$ cat config.mk
export PLATFORM = sky130hd
export DESIGN_NAME = branch_predictor
export DESIGN_NICKNAME = d
export VERILOG_FILES = /design/src/rtl/branch_predictor.sv
export SDC_FILE = /design/constraint.sdc
export NUM_CORES = 1
export LEC_CHECK = 0
export BUFFER_PORTS_ARGS = -buffer_cell sky130_fd_sc_hd__clkbuf_2
export CORE_MARGIN = 2
export CORE_UTILIZATION = 45
export CTS_CLUSTER_DIAMETER = 30
export DETAILED_ROUTE_END_ITERATION = 6
export HOLD_SLACK_MARGIN = 0.02
export PLACE_DENSITY = 0.68
export RECOVER_POWER = 25
export SYNTH_ARGS = -nofsm -noshare
export SYNTH_HDL_FRONTEND = slang
export SYNTH_SLANG_ARGS = --single-unit
$ cat constraint.sdc
create_clock -name Clk -period 15.09 [get_ports Clk]
set_input_delay 4.527 -clock Clk [delete_from_list [all_inputs] [get_ports Clk]]
set_output_delay 4.527 -clock Clk [all_outputs]
set_load 0.03 [all_outputs]
$ cat src/rtl/branch_predictor.sv
// -----------------------------------------------------------------------------
// branch_predictor
//
// Dynamic branch predictor for the 5-stage MIPS pipeline. It is a direct-mapped
// table of 2-bit saturating counters, indexed by PC[INDEX_BITS+1:2].
//   - IF stage: combinational read with the fetch PC gives IF_PredTaken.
//   - IF->ID register: carries valid, table index and prediction into ID.
//   - ID stage: compares the resolved outcome with the carried prediction,
//     flags ID_Mispredict, and trains the counter when the branch leaves ID.
//
// Counter encoding: 00 strong-NT, 01 weak-NT, 10 weak-T, 11 strong-T.
// Predict taken when the counter MSB is set.
//
// Optional feature macro: BRANCH_PREDICTOR_STATS_EN
//   When defined, BranchCount / MispredictCount statistics outputs are added.
//   When undefined, those counters and ports do not exist.
//
// Parameters:
//   INDEX_BITS       table index width (2^INDEX_BITS entries)
// Ports:
//   Clk              in   pipeline clock, rising-edge active
//   Reset            in   asynchronous active-high reset
//   IF_PC[31:0]      in   PC of the instruction being fetched
//   IF_Valid         in   fetch slot holds a real instruction
//   ID_Stall         in   ID stage held; IF->ID register keeps its value
//   ID_Flush         in   ID stage squashed; IF->ID register invalidated
//   ID_IsBranch      in   instruction in ID is a conditional branch
//   ID_Taken         in   resolved outcome for the ID instruction
//   IF_PredTaken     out  combinational prediction for IF_PC
//   ID_PredTaken     out  registered prediction carried with the ID instr
//   ID_Mispredict    out  ID branch resolved opposite to its prediction
//   BranchCount      out  (stats only) number of trained branches
//   MispredictCount  out  (stats only) number of trained mispredicted branches
// -----------------------------------------------------------------------------
module branch_predictor #(
   parameter int INDEX_BITS = 6
) (
   input  logic        Clk,
   input  logic        Reset,
   input  logic [31:0] IF_PC,
   input  logic        IF_Valid,
   input  logic        ID_Stall,
   input  logic        ID_Flush,
   input  logic        ID_IsBranch,
   input  logic        ID_Taken,
   output logic        IF_PredTaken,
   output logic        ID_PredTaken,
`ifdef BRANCH_PREDICTOR_STATS_EN
   output logic        ID_Mispredict,
   output logic [31:0] BranchCount,
   output logic [31:0] MispredictCount
`else
   output logic        ID_Mispredict
`endif
);

   localparam int ENTRIES = 1 << INDEX_BITS;

   localparam logic [1:0] CTR_STRONG_NT = 2'b00;
   localparam logic [1:0] CTR_WEAK_NT   = 2'b01;
   localparam logic [1:0] CTR_STRONG_T  = 2'b11;

   // ---------------------------------------------------------------------------
   // State
   // ---------------------------------------------------------------------------
   logic [1:0]            ctr_q [ENTRIES];

   logic                  id_valid_q, id_valid_d;
   logic [INDEX_BITS-1:0] id_index_q, id_index_d;
   logic                  id_pred_q,  id_pred_d;

   logic [INDEX_BITS-1:0] if_index;
   logic                  train;
   logic [1:0]            ctr_cur;
   logic [1:0]            ctr_d;

   // Only PC[INDEX_BITS+1:2] selects an entry; the remaining bits alias.
   logic                  unused_pc_bits;
   assign unused_pc_bits = ^{IF_PC[31:INDEX_BITS+2], IF_PC[1:0]};

   // ---------------------------------------------------------------------------
   // IF stage: combinational lookup. A same-cycle write to this entry is not
   // bypassed, so the IF read always sees the pre-update counter.
   // ---------------------------------------------------------------------------
   assign if_index     = IF_PC[INDEX_BITS+1:2];
   assign IF_PredTaken = ctr_q[if_index][1] & IF_Valid;

   // ---------------------------------------------------------------------------
   // IF->ID register next state. Flush wins over stall.
   // ---------------------------------------------------------------------------
   always_comb begin
      // NOTE: every comb output gets a default first so no path can leave it
      // unassigned, which would otherwise infer a latch.
      id_valid_d = id_valid_q;
      id_index_d = id_index_q;
      id_pred_d  = id_pred_q;
      if (ID_Flush) begin
         // Index is don't-care once invalid; holding it saves a mux input.
         id_valid_d = 1'b0;
         id_pred_d  = 1'b0;
      end else if (!ID_Stall) begin
         id_valid_d = IF_Valid;
         id_index_d = if_index;
         id_pred_d  = IF_PredTaken;
      end
   end

   always_ff @(posedge Clk or posedge Reset) begin
      if (Reset) begin
         // NOTE: sequential state uses non-blocking assignments so every flop
         // samples the pre-edge values regardless of statement order.
         id_valid_q <= 1'b0;
         id_index_q <= '0;
         id_pred_q  <= 1'b0;
      end else begin
         id_valid_q <= id_valid_d;
         id_index_q <= id_index_d;
         id_pred_q  <= id_pred_d;
      end
   end

   // ---------------------------------------------------------------------------
   // ID stage: mispredict detection and training.
   // ---------------------------------------------------------------------------
   assign ID_PredTaken  = id_pred_q;
   assign ID_Mispredict = id_valid_q & ID_IsBranch & (ID_Taken != id_pred_q);

   // Train only on the edge where a valid branch actually leaves ID, so each
   // branch updates its counter exactly once.
   assign train   = id_valid_q & ID_IsBranch & ~ID_Stall & ~ID_Flush;
   assign ctr_cur = ctr_q[id_index_q];

   always_comb begin
      ctr_d = ctr_cur;
      if (ID_Taken) begin
         if (ctr_cur != CTR_STRONG_T) begin
            ctr_d = ctr_cur + 2'd1;
         end
      end else begin
         if (ctr_cur != CTR_STRONG_NT) begin
            ctr_d = ctr_cur - 2'd1;
         end
      end
   end

   // NOTE: the counter table is flop-based and must reset every entry to
   // weak-NT, so it cannot map onto a reset-less RAM macro.
   always_ff @(posedge Clk or posedge Reset) begin
      if (Reset) begin
         for (int i = 0; i < ENTRIES; i++) begin
            ctr_q[i] <= CTR_WEAK_NT;
         end
      end else if (train) begin
         ctr_q[id_index_q] <= ctr_d;
      end
   end

`ifdef BRANCH_PREDICTOR_STATS_EN
   // ---------------------------------------------------------------------------
   // Statistics: both counters advance on training edges and wrap at 2^32.
   // ---------------------------------------------------------------------------
   logic [31:0] branch_count_q, branch_count_d;
   logic [31:0] mispredict_count_q, mispredict_count_d;

   always_comb begin
      branch_count_d     = branch_count_q;
      mispredict_count_d = mispredict_count_q;
      if (train) begin
         branch_count_d = branch_count_q + 32'd1;
         if (ID_Mispredict) begin
            mispredict_count_d = mispredict_count_q + 32'd1;
         end
      end
   end

   always_ff @(posedge Clk or posedge Reset) begin
      if (Reset) begin
         branch_count_q     <= '0;
         mispredict_count_q <= '0;
      end else begin
         branch_count_q     <= branch_count_d;
         mispredict_count_q <= mispredict_count_d;
      end
   end

   assign BranchCount     = branch_count_q;
   assign MispredictCount = mispredict_count_q;
`endif

endmodule

# ---- Word-level counts from Yosys, hierarchy flattened
# Cells that the tools add are included.
dict set report word_totals {
  regBits 136
  elab_cells 103
}
dict set report op_classes {
  eq_ne 3
  reduce_logical 3
  bitwise 9
  order_cmp 3
  muxes 16
  addsub 2
}
# operator count
set ops {}
lappend ops {{$bwmux W128} 1}
lappend ops {{$bmux W2 S6} 2}
lappend ops {{$mux W2} 8}
lappend ops {{$ge A7 B7 Y1 const B} 2}
lappend ops {{$not A6 Y7} 2}
lappend ops {{$demux W2 S6} 1}
lappend ops {{$lt A7 B1 Y1 const B} 1}
lappend ops {{$and A1 B1 Y1} 5}
lappend ops {{$mux W1} 4}
lappend ops {{$add A2 B1 Y2 const B} 1}
lappend ops {{$ne A2 B1 Y1 const B} 1}
lappend ops {{$ne A2 B2 Y1 const B} 1}
lappend ops {{$not A1 Y1} 2}
lappend ops {{$reduce_and A2 Y1} 1}
lappend ops {{$reduce_bool A2 Y1} 1}
lappend ops {{$sub A2 B1 Y2 const B} 1}
lappend ops {{$logic_and A1 B1 Y1} 1}
lappend ops {{$ne A1 B1 Y1} 1}

# ---- Logic depth before layout (Yosys ltp)
# Gate-level depths: netlist (run 1).
dict set report depth {
  ltp_word 8
  mapped_depth 12
}

# ---- Least setup slack after synthesis (run 1)
# Ideal clock, no wire load.
dict set report synth_timing {
  path_type {input port to output port}
  startpoint {in IF_PC[2]}
  endpoint {out IF_PredTaken}
  path_slack_ns 3.826
  arrival_time_ns 6.737
  stages 8
  cell_sequence {buf_2 -> buf_1 -> mux4_2 -> mux4_2 -> nand2_1 -> nand2_1 -> a22oi_1 -> nor2b_1}
}
dict set report synth_via {
  elab_chain_len 5
}
# element line
set synth_rtl {}
lappend synth_rtl {{from (decl)} 40} ;# input logic [31:0] IF_PC,
lappend synth_rtl {{$not A6 Y7 (implied by the code)} 86} ;# assign IF_PredTaken = ctr_q[if_index][1] & IF_Valid;
lappend synth_rtl {{$bmux W2 S6} 86}
lappend synth_rtl {{$mux W2 (implied by the code) (2 in series)} 86}
lappend synth_rtl {{$and A1 B1 Y1} 86}
lappend synth_rtl {{to (decl)} 46} ;# output logic IF_PredTaken,
# No other way between the ends. The select of a mux whose other input is x is not followed.

# ---- Worst setup path in the final report (run 1)
# Same ends and word-level chain as after synthesis.

==> results.ini, run 1 <==
[run_status]
outcome=finished, violations left
failed_checks=capacitance limit, slew limit

[critical_path]
crit_required_ns=10.56
cp_max_fo=17
r2r-end=ctr_q[99]$_DFFE_PP0P_
crit_buf_inv=2
path_class=in -> out
worst_r2r_path_depth=9
crit_path_top_delay_cell=mux4_2
max_stage_delay_ns=0.62
worstPathArrival_ns=6.93
crit_family=multiplexers
crit_chain=clkbuf_2, mux4_2, mux4_2, nor2_1, a21oi_1, a22oi_1, nor2b_1, clkbuf_2
worst_setup_path_start_kind=input port
r2r-start=id_index_q[1]$_DFFE_PP0P_
cp-end-kind=output pin
rrSetupSlack_ns=10.78

[global_routing]
grt.total_usage_pct=21.7
grt_pass1_wl_um=28800
antenna_found_initial=0
grt_max_degree=72
grt_pass1_vias=5095
overflow=0

[job]
drv_cap=1

[route]
drc=0
routed_via_density=6.14
wl_per_cell_um=22.8
wl_um=18000
drt_iter0_drc=394
dr.pass1.iters=5
antenna_left=0
num_vias=4863

[layout]
final_common_cell=mux2_2
fillers=1356
mostFrequentLayoutCells=mux2_2 (132), dfrtp_1 (70), dfstp_2 (64)
fin_nets=603
final_area_um2=8060
syn2layout_area_growth_pct=9.65
drive_gt1_share_pct=51.0
diodes=0
final_util_pct=50.6

[sta]
tightest_slew_ns=3.10
rsz0062_at_grt=no
clock-skew-final_ns=0.00571
tns_ns=0
hold_viol_final=0
clock.fmax_ghz=0.0873
hold_ws_ns=0.526
setup_violations=0
fin_crit_sh_pct=75.9
layout_setup_ws_ns=3.63
max_slew_margin_pct=-108
min_period_ns=11.46
drv_slew=72

[logic_synthesis]
syn_area_per_cell_um2=13.0
synth_top_cell_by_area=dfrtp_1
synth_ff_type=dfrtp_1
synth_area_leaders=dfrtp_1 (25%), dfstp_2 (23%), mux2_2 (20%)
synth_nets=605
synth-seq-cells=136
async_reset_ff_share_pct=100
synth_top_cell_area_share_pct=24.5
synth-edff-count=0
syn_inst=566
yosysWarnings=0
synth_cell_types=48
yosysSeqAreaShare_pct=47.4
syn_area_um2=7350

[floorplanning]
die_area_um2=17400
ios=42
std_cell_rows=46
initial_core_util_pct=46.1
core_um2=15900
die_h_um=132
fp.dieW_um=132

[power]
powerDensity_nw_per_um2=116
p_leak_nw=3.39
ir_worst_vdd_v=0.0000899

[worst_hold_path]
whs_endpoint=ctr_q[19]$_DFFE_PP0P_
min_from=ctr_q[19]$_DFFE_PP0P_
worstHoldPathCells=1
hold_class=reg -> reg

[clock_tree]
numClockSinks=136
root_buffer=clkbuf_16
cts_tree=built
cts_buffers=17
ctsResizeCount=0
cts_htree_levels=4
cts_buffer_depth=2
post_cts_buffers=0
clk_pin_slew_ns=0.05
clk_latency_ns=0.43
cts_hold_buf=0

[placed_design]
pre_cts_ws_ns=3.62
gp_congestion=0.894
numPortBuffers=15
post-dp-hpwl_um=11500
dpl_cell_area_um2=7470

synth_stat cells (all sizes together) (3+ instances only):
| master | instances |
|---|---|
| dfstp | 64 |
| a22oi | 4 |
| nor2b | 6 |
| inv | 4 |
| and3 | 5 |
| a211oi | 5 |
| a21oi | 9 |
| mux2i | 20 |
| mux4 | 35 |
| mux2 | 135 |
| dfrtp | 72 |
| nor3b | 3 |
| nand3 | 11 |
| o21ai | 5 |
| nand2 | 46 |
| clkbuf | 9 |
| nand4 | 4 |
| nor3 | 4 |
| a221oi | 9 |
| nor2 | 47 |
| o22ai | 3 |
| nand3b | 6 |
| or3b | 6 |
| buf | 32 |
state kept, by name (all words and copies together), names as in the netlist:
signal and count:
ctr_q 128, ID_PredTaken 1, id_index_q 6, id_valid_q 1
per-layer routing:
| metal | up-vias | global-route usage, % | wire [um] |
|---|---|---|---|
| met5 | - | 0 | 0 |
| met2 | 167 | 32.7 | 8340 |
| met3 | 53 | 5.04 | 1050 |
| li1 | 2099 | - | - |
| met4 | 0 | 10.4 | 666 |
| met1 | 2544 | 29.8 | 7990 |
cell type report:
cell class / count / area (um2) / share of cell area (%)
tap: 216 / 270 / 3.35
timing repair buffer: 20 / 111 / 1.38
multi-input combinational: 385 / 3580 / 44.4
clock inverter: 9 / 123 / 1.52
sequential: 136 / 3490 / 43.2
clock buffer: 22 / 474 / 5.88
inverter: 4 / 16.3 / 0.202
cells by family (layout without fill, tap and decap cells):
logic type	after synthesis	in the layout	share of synthesized area [%]
adders and majority gates	1	1	0.153
buffers and inverters	45	55	4.12
xor gates and xnor gates	1	1	0.119
muxes	190	190	34.2
and+or+nand+nor	146	146	9.48
AOI/OAI and AO/OA	47	47	4.56
DFF	136	136	47.4
where the power goes:
| part | leakage, nW | internal [W] | total (W) | switching (W) |
|---|---|---|---|---|
| clock network | 0.296 | 0.000270 | 0.000420 | 0.000150 |
| registers | 1.65 | 0.000380 | 0.000393 | 0.0000127 |
| logic | 1.45 | 0.0000381 | 0.000124 | 0.0000854 |
| total | 3.39 | 0.000688 | 0.000936 | 0.000248 |
stage by stage:
stage	std cells	power, W
after floorplan	566	0.000502
after global placement	761	0.000518
after detailed placement	761	0.000521
after CTS	792	0.000943
after global routing	792	0.000971
final	792	0.000936
worst max-delay path by stage:
stage	startpoint	to	slack, ns	cells after the start
final	IF_PC[2]	IF_PredTaken	3.63	8
after detailed placement	IF_PC[2]	IF_PredTaken	3.62	8
after CTS	IF_PC[2]	IF_PredTaken	3.62	8
after global routing	IF_PC[2]	IF_PredTaken	3.45	8
after floorplan	IF_PC[2]	IF_PredTaken	3.83	8
after global placement	IF_PC[2]	IF_PredTaken	3.62	8
(Power assumes the default switching activity.)
==> run 2, diff against run 1 <==
Settings changed: ABC_AREA set to 1, PLACE_DENSITY 0.68 to 0.7.
Clock period 15.09 ns to 9.92 ns, I/O delays scaled along.
==> run 2 against run 1 <==
The flow still finishes with violations (capacitance limit, slew limit). Critical path depth grew 3. Non-clock buffer count grew 3. Synthesized area grew 8.9%. Sequential share of layout area shrank 3.5 points. Sequential power grew 48%. Via count grew 58%. Synthesized cell count grew 120%. Clock skew grew 0.0025 ns. Critical endpoint unchanged. Largest cell class unchanged.
==> results.ini, run 2 <==
[run_status]
outcome=finished, violations left
failed_checks=capacitance limit, slew limit

[route]
dr.pass1.iters=6
drc=0
routed_via_density=5.23
wl_met3_um=1970
wl_met1_um=10000
antenna_left=0
top_layer_used=met4
wl_per_cell_um=16.0
wl_um=23500
drt_iter0_drc=812
route.met2.wl_um=10800
num_vias=7670

[layout]
fin_nets=1268
final_common_cell=nand2_1
final_area_um2=8770
syn2layout_area_growth_pct=9.62
largest_register=ctr_q
drive_gt1_share_pct=10.5
fillers=1691
largest_reg_flops=128
diodes=0
biggestRegsByFlops=ctr_q (128), id_index_q (6)
mostFrequentLayoutCells=nand2_1 (613), inv_1 (137), nand3_1 (121)
layout.cells.non_filler=1467

[logic_synthesis]
yosysWarnings=0
synth_nets=1276
synth_area_leaders=nand2_1 (29%), dfrtp_1 (23%), dfstp_2 (21%)
synth_cell_types=26
synth_most_common_cell=nand2_1
syn_inst=1237
synth_ff_type=dfrtp_1
synth_top_cell_by_area=nand2_1
synth_top_cell_area_share_pct=28.8
synthTopCellsByCount=nand2_1 (613), inv_1 (138), nand3_1 (122)
syn_area_um2=8000
async_reset_ff_share_pct=100
syn_area_per_cell_um2=6.47
synth-edff-count=0
yosysSeqAreaShare_pct=43.5
synth-seq-cells=136

[clock_tree]
root_buffer=clkbuf_16
cts_hold_buf=0
cts_htree_levels=4
cts_tree=built
post_cts_buffers=0
cts_buffer_depth=2
clk_latency_ns=0.44
clk_pin_slew_ns=0.06
numClockSinks=136
ctsResizeCount=0
cts_buffers=17

[placed_design]
pre_cts_ws_ns=1.99
numPortBuffers=15
place_inst=1435
dpl_cell_area_um2=8170
post-dp-hpwl_um=13700
gp_congestion=0.897

[global_routing]
grt_pass1_wl_um=37900
grt.total_usage_pct=26.7
antenna_found_initial=0
overflow=0
grt_pass1_vias=7198
grt_max_degree=73

[floorplanning]
initial_core_util_pct=46.1
die_h_um=137
die_area_um2=18900
std_cell_rows=48
ios=42
core_um2=17400
fp.dieW_um=137

[sta]
tns_ns=0
fin_crit_sh_pct=81.2
setup_violations=0
max_slew_margin_pct=-112
clock.fmax_ghz=0.124
min_period_ns=8.06
rsz0062_at_grt=no
tightest_slew_ns=3.16
clock-skew-final_ns=0.00820
layout_setup_ws_ns=1.86
hold_viol_final=0
drv_slew=70

[critical_path]
rrSetupSlack_ns=6.10
worst_setup_path_start_kind=input port
cp-end-kind=output pin
crit_required_ns=6.94
cp_max_fo=27
r2r-end=ctr_q[40]$_DFFE_PP1P_
r2r-start=id_index_q[1]$_DFFE_PP0P_
worst_r2r_path_depth=13
crit_path_start=IF_PC[3]
worstPathArrival_ns=5.08
path_class=in -> out

[job]
drv_cap=1

[power]
p_leak_nw=4.39
design_power_total_w=0.00146
powerDensity_nw_per_um2=167
ir_worst_vdd_v=0.000155

[worst_hold_path]
min_from=ctr_q[90]$_DFFE_PP1P_
whs_endpoint=ctr_q[90]$_DFFE_PP1P_
hold_class=reg -> reg
worstHoldPathCells=2

==> run 2: through the flow <==
stage / util [%] / hold WS, ns
floorplan: - / 0.447
global placement: 47.1 / 0.452
detailed placement: 47.1 / 0.455
CTS: 50.6 / 0.465
global route: 50.5 / 0.476
finish: 50.5 / 0.464
==> run 2: worst max-delay path, stage by stage <==
cell and delay [ns]:
clkbuf_2 0.55, inv_1 0.40, a21oi_1 0.19, o21ai_0 0.10, nand3_1 0.13, nand2_1 0.07
a21oi_1 0.12, nand2_1 0.06, nand3b_1 0.17, a21oi_1 0.10, clkbuf_2 0.19
==> run 2: layer usage <==
layer  track usage, %  vias up
li1                 -     3764
met1             35.4     3564
met2             42.8      295
met3             5.81       47
met4             10.5        0
met5                0        -
==> run 2: cell type report <==
| type | instances | area (um2) | share of cell area (%) |
|---|---|---|---|
| multi-input cells | 909 | 3730 | 42.6 |
| flip-flops and latches | 136 | 3480 | 39.7 |
| inverters | 142 | 534 | 6.09 |
| clock buffers | 25 | 485 | 5.53 |
| well taps | 225 | 282 | 3.21 |
| repair buffers | 23 | 135 | 1.54 |
| clock inverters | 7 | 118 | 1.34 |
==> run 2: where the power goes <==
| group | leakage, nW | switching [W] | total, W | internal [W] |
|---|---|---|---|---|
| logic | 2.45 | 0.000181 | 0.000224 | 0.0000423 |
| clock network | 0.284 | 0.000244 | 0.000659 | 0.000415 |
| registers | 1.65 | 0.0000102 | 0.000582 | 0.000572 |
| total | 4.39 | 0.000436 | 0.00146 | 0.00103 |
==> run 2: worst max-delay path by stage <==
stage              endpoint  slack (ns)  cells past startpoint
6_report       IF_PredTaken        1.86                     11
5_1_grt        IF_PredTaken        1.77                     11
4_1_cts        IF_PredTaken        1.98                     11
3_3_place_gp   IF_PredTaken        1.99                     11
2_1_floorplan  IF_PredTaken        2.45                     11
3_5_place_dp   IF_PredTaken        1.99                     11
==> run 2: logic make-up after synthesis <==
kind of cell | count (synthesis) | synth area share [%]
AND/OR/NAND/NOR | 838 | 41.8
AO/OA/AOI/OAI | 70 | 4.64
buffers and inverters | 192 | 9.88
XOR/XNOR | 1 | 0.109
flip-flops | 136 | 43.5
==> run 3, diff against run 2 <==
Clock period 9.92 ns to 7 ns, I/O delays scaled along.
==> run 3 against run 2 <==
Critical endpoint unchanged. Sequential share of layout area up 0.17 points. Sequential power up 42%. Die area unchanged. Highest routed layer unchanged. Global-route usage down 0.27 points. Worst hold slack better by 0.0010 ns. The run still ends with capacitance limit, slew limit left. Sequential cell count unchanged. Combinational power up 44%. Critical path type unchanged. Non-clock buffer count up 2. Total power up 37%. Core utilization down 0.21 points. Count of clock-buffer cells in the layout down 1. Cell count about the same. Largest power group unchanged.
==> results.ini, run 3 (synthesis gave the netlist of run 2 again) <==
[run_status]
outcome=finished, violations left
failed_checks=capacitance limit, slew limit

[global_routing]
overflow=0
antenna_found_initial=0
grt.total_usage_pct=26.5
grt_pass1_vias=7181
grt_pass1_wl_um=37800
grt_max_degree=86

[floorplanning]
core_um2=17400
std_cell_rows=48
ios=42
fp.dieW_um=137
die_area_um2=18900
initial_core_util_pct=46.1
die_h_um=137

[sta]
clock-skew-final_ns=0.00976
setup_violations=0
fin_crit_sh_pct=85.9
min_period_ns=6.01
clock.fmax_ghz=0.166
drv_slew=86
hold_ws_ns=0.465
max_slew_margin_pct=-146
tightest_slew_ns=3.67
rsz0062_at_grt=no
hold_viol_final=0
tns_ns=0

[route]
routed_via_density=5.25
route.met2.wl_um=10700
wl_per_cell_um=16.0
num_vias=7712
antenna_left=0
wl_met1_um=10300
drt_iter0_drc=900
drc=0
top_layer_used=met4
wl_met3_um=1950
dr.pass1.iters=6
wl_um=23400

[job]
drv_cap=1

[clock_tree]
clk_pin_slew_ns=0.06
cts_hold_buf=0
root_buffer=clkbuf_16
cts_htree_levels=4
cts_buffers=17
clk_latency_ns=0.43
cts_tree=built
numClockSinks=136
ctsResizeCount=0
cts_buffer_depth=2
post_cts_buffers=0

[critical_path]
cp_max_fo=14
cp-end-kind=output pin
crit_required_ns=4.90
path_class=in -> out
worstPathArrival_ns=3.91
worst_setup_path_start_kind=input port

[layout]
biggestRegsByFlops=ctr_q (128), id_index_q (6)
largest_reg_flops=128
largest_register=ctr_q
syn2layout_area_growth_pct=9.16
final_common_cell=nand2_1
diodes=0
mostFrequentLayoutCells=nand2_1 (613), inv_1 (137), nand3_1 (121)
fin_nets=1270
drive_gt1_share_pct=10.6
final_util_pct=50.3

[placed_design]
gp_congestion=0.874
numPortBuffers=15
post-dp-hpwl_um=14000

[power]
design_power_total_w=0.00200
ir_worst_vdd_v=0.000179
powerDensity_nw_per_um2=229
p_leak_nw=4.37

[worst_hold_path]
hold_class=reg -> reg

[run 3: final timing paths]
path                                          to  cells past startpoint  slack [ns]                       from
max                                 IF_PredTaken                     11        0.99                   IF_PC[3]
min                        ctr_q[42]$_DFFE_PP1P_                      2        0.46      ctr_q[42]$_DFFE_PP1P_
max reg2reg                ctr_q[31]$_DFFE_PP0P_                     13        3.12  id_index_q[2]$_DFFE_PP0P_
min reg2reg                ctr_q[42]$_DFFE_PP1P_                      2        0.46      ctr_q[42]$_DFFE_PP1P_
max in group asynchronous  ctr_q[79]$_DFFE_PP0P_                      3        2.33                      Reset
min in group asynchronous  ctr_q[31]$_DFFE_PP0P_                      2        2.73                      Reset
[run 3: area by class of cell]
cell class	count	area [um2]
fill	1707	8620
multi-input combinational	909	3730
sequential	136	3480
inverter	142	534
clock buffer	24	482
tap	225	282
timing repair buffer	25	150
clock inverter	7	70.1
[run 3: critical path, stage by stage]
cell and delay, ns:
clkbuf_2 0.28, inv_1 0.37, a21oi_1 0.08, o21ai_0 0.10, nand3_1 0.15, nand2_1 0.13, nand2_1 0.06, nand3_1 0.08
nand3_1 0.16, a21oi_1 0.17, clkbuf_2 0.22
[run 3: power by group]
part           internal, W  switching, W  leakage, nW
logic            0.0000613      0.000261         2.46
clock network     0.000513      0.000338        0.258
registers         0.000811     0.0000165         1.65
total              0.00138      0.000615         4.37
[run 3: per-layer routing]
metal | vias up | global-route usage (%)
li1 | 3763 | -
met1 | 3587 | 36.4
met2 | 316 | 41.1
met3 | 46 | 6.00
met4 | 0 | 9.39
met5 | - | 0
[run 3: metrics by stage]
| stage | instance area [um2] | setup WS [ns] | std cells |
|---|---|---|---|
| after floorplan | 8000 | 1.28 | 1237 |
| after global placement | 8190 | 1.15 | 1437 |
| after detailed placement | 8190 | 1.10 | 1437 |
| after CTS | 8740 | 1.07 | 1468 |
| after global routing | 8730 | 0.835 | 1468 |
| final | 8730 | 0.986 | 1468 |
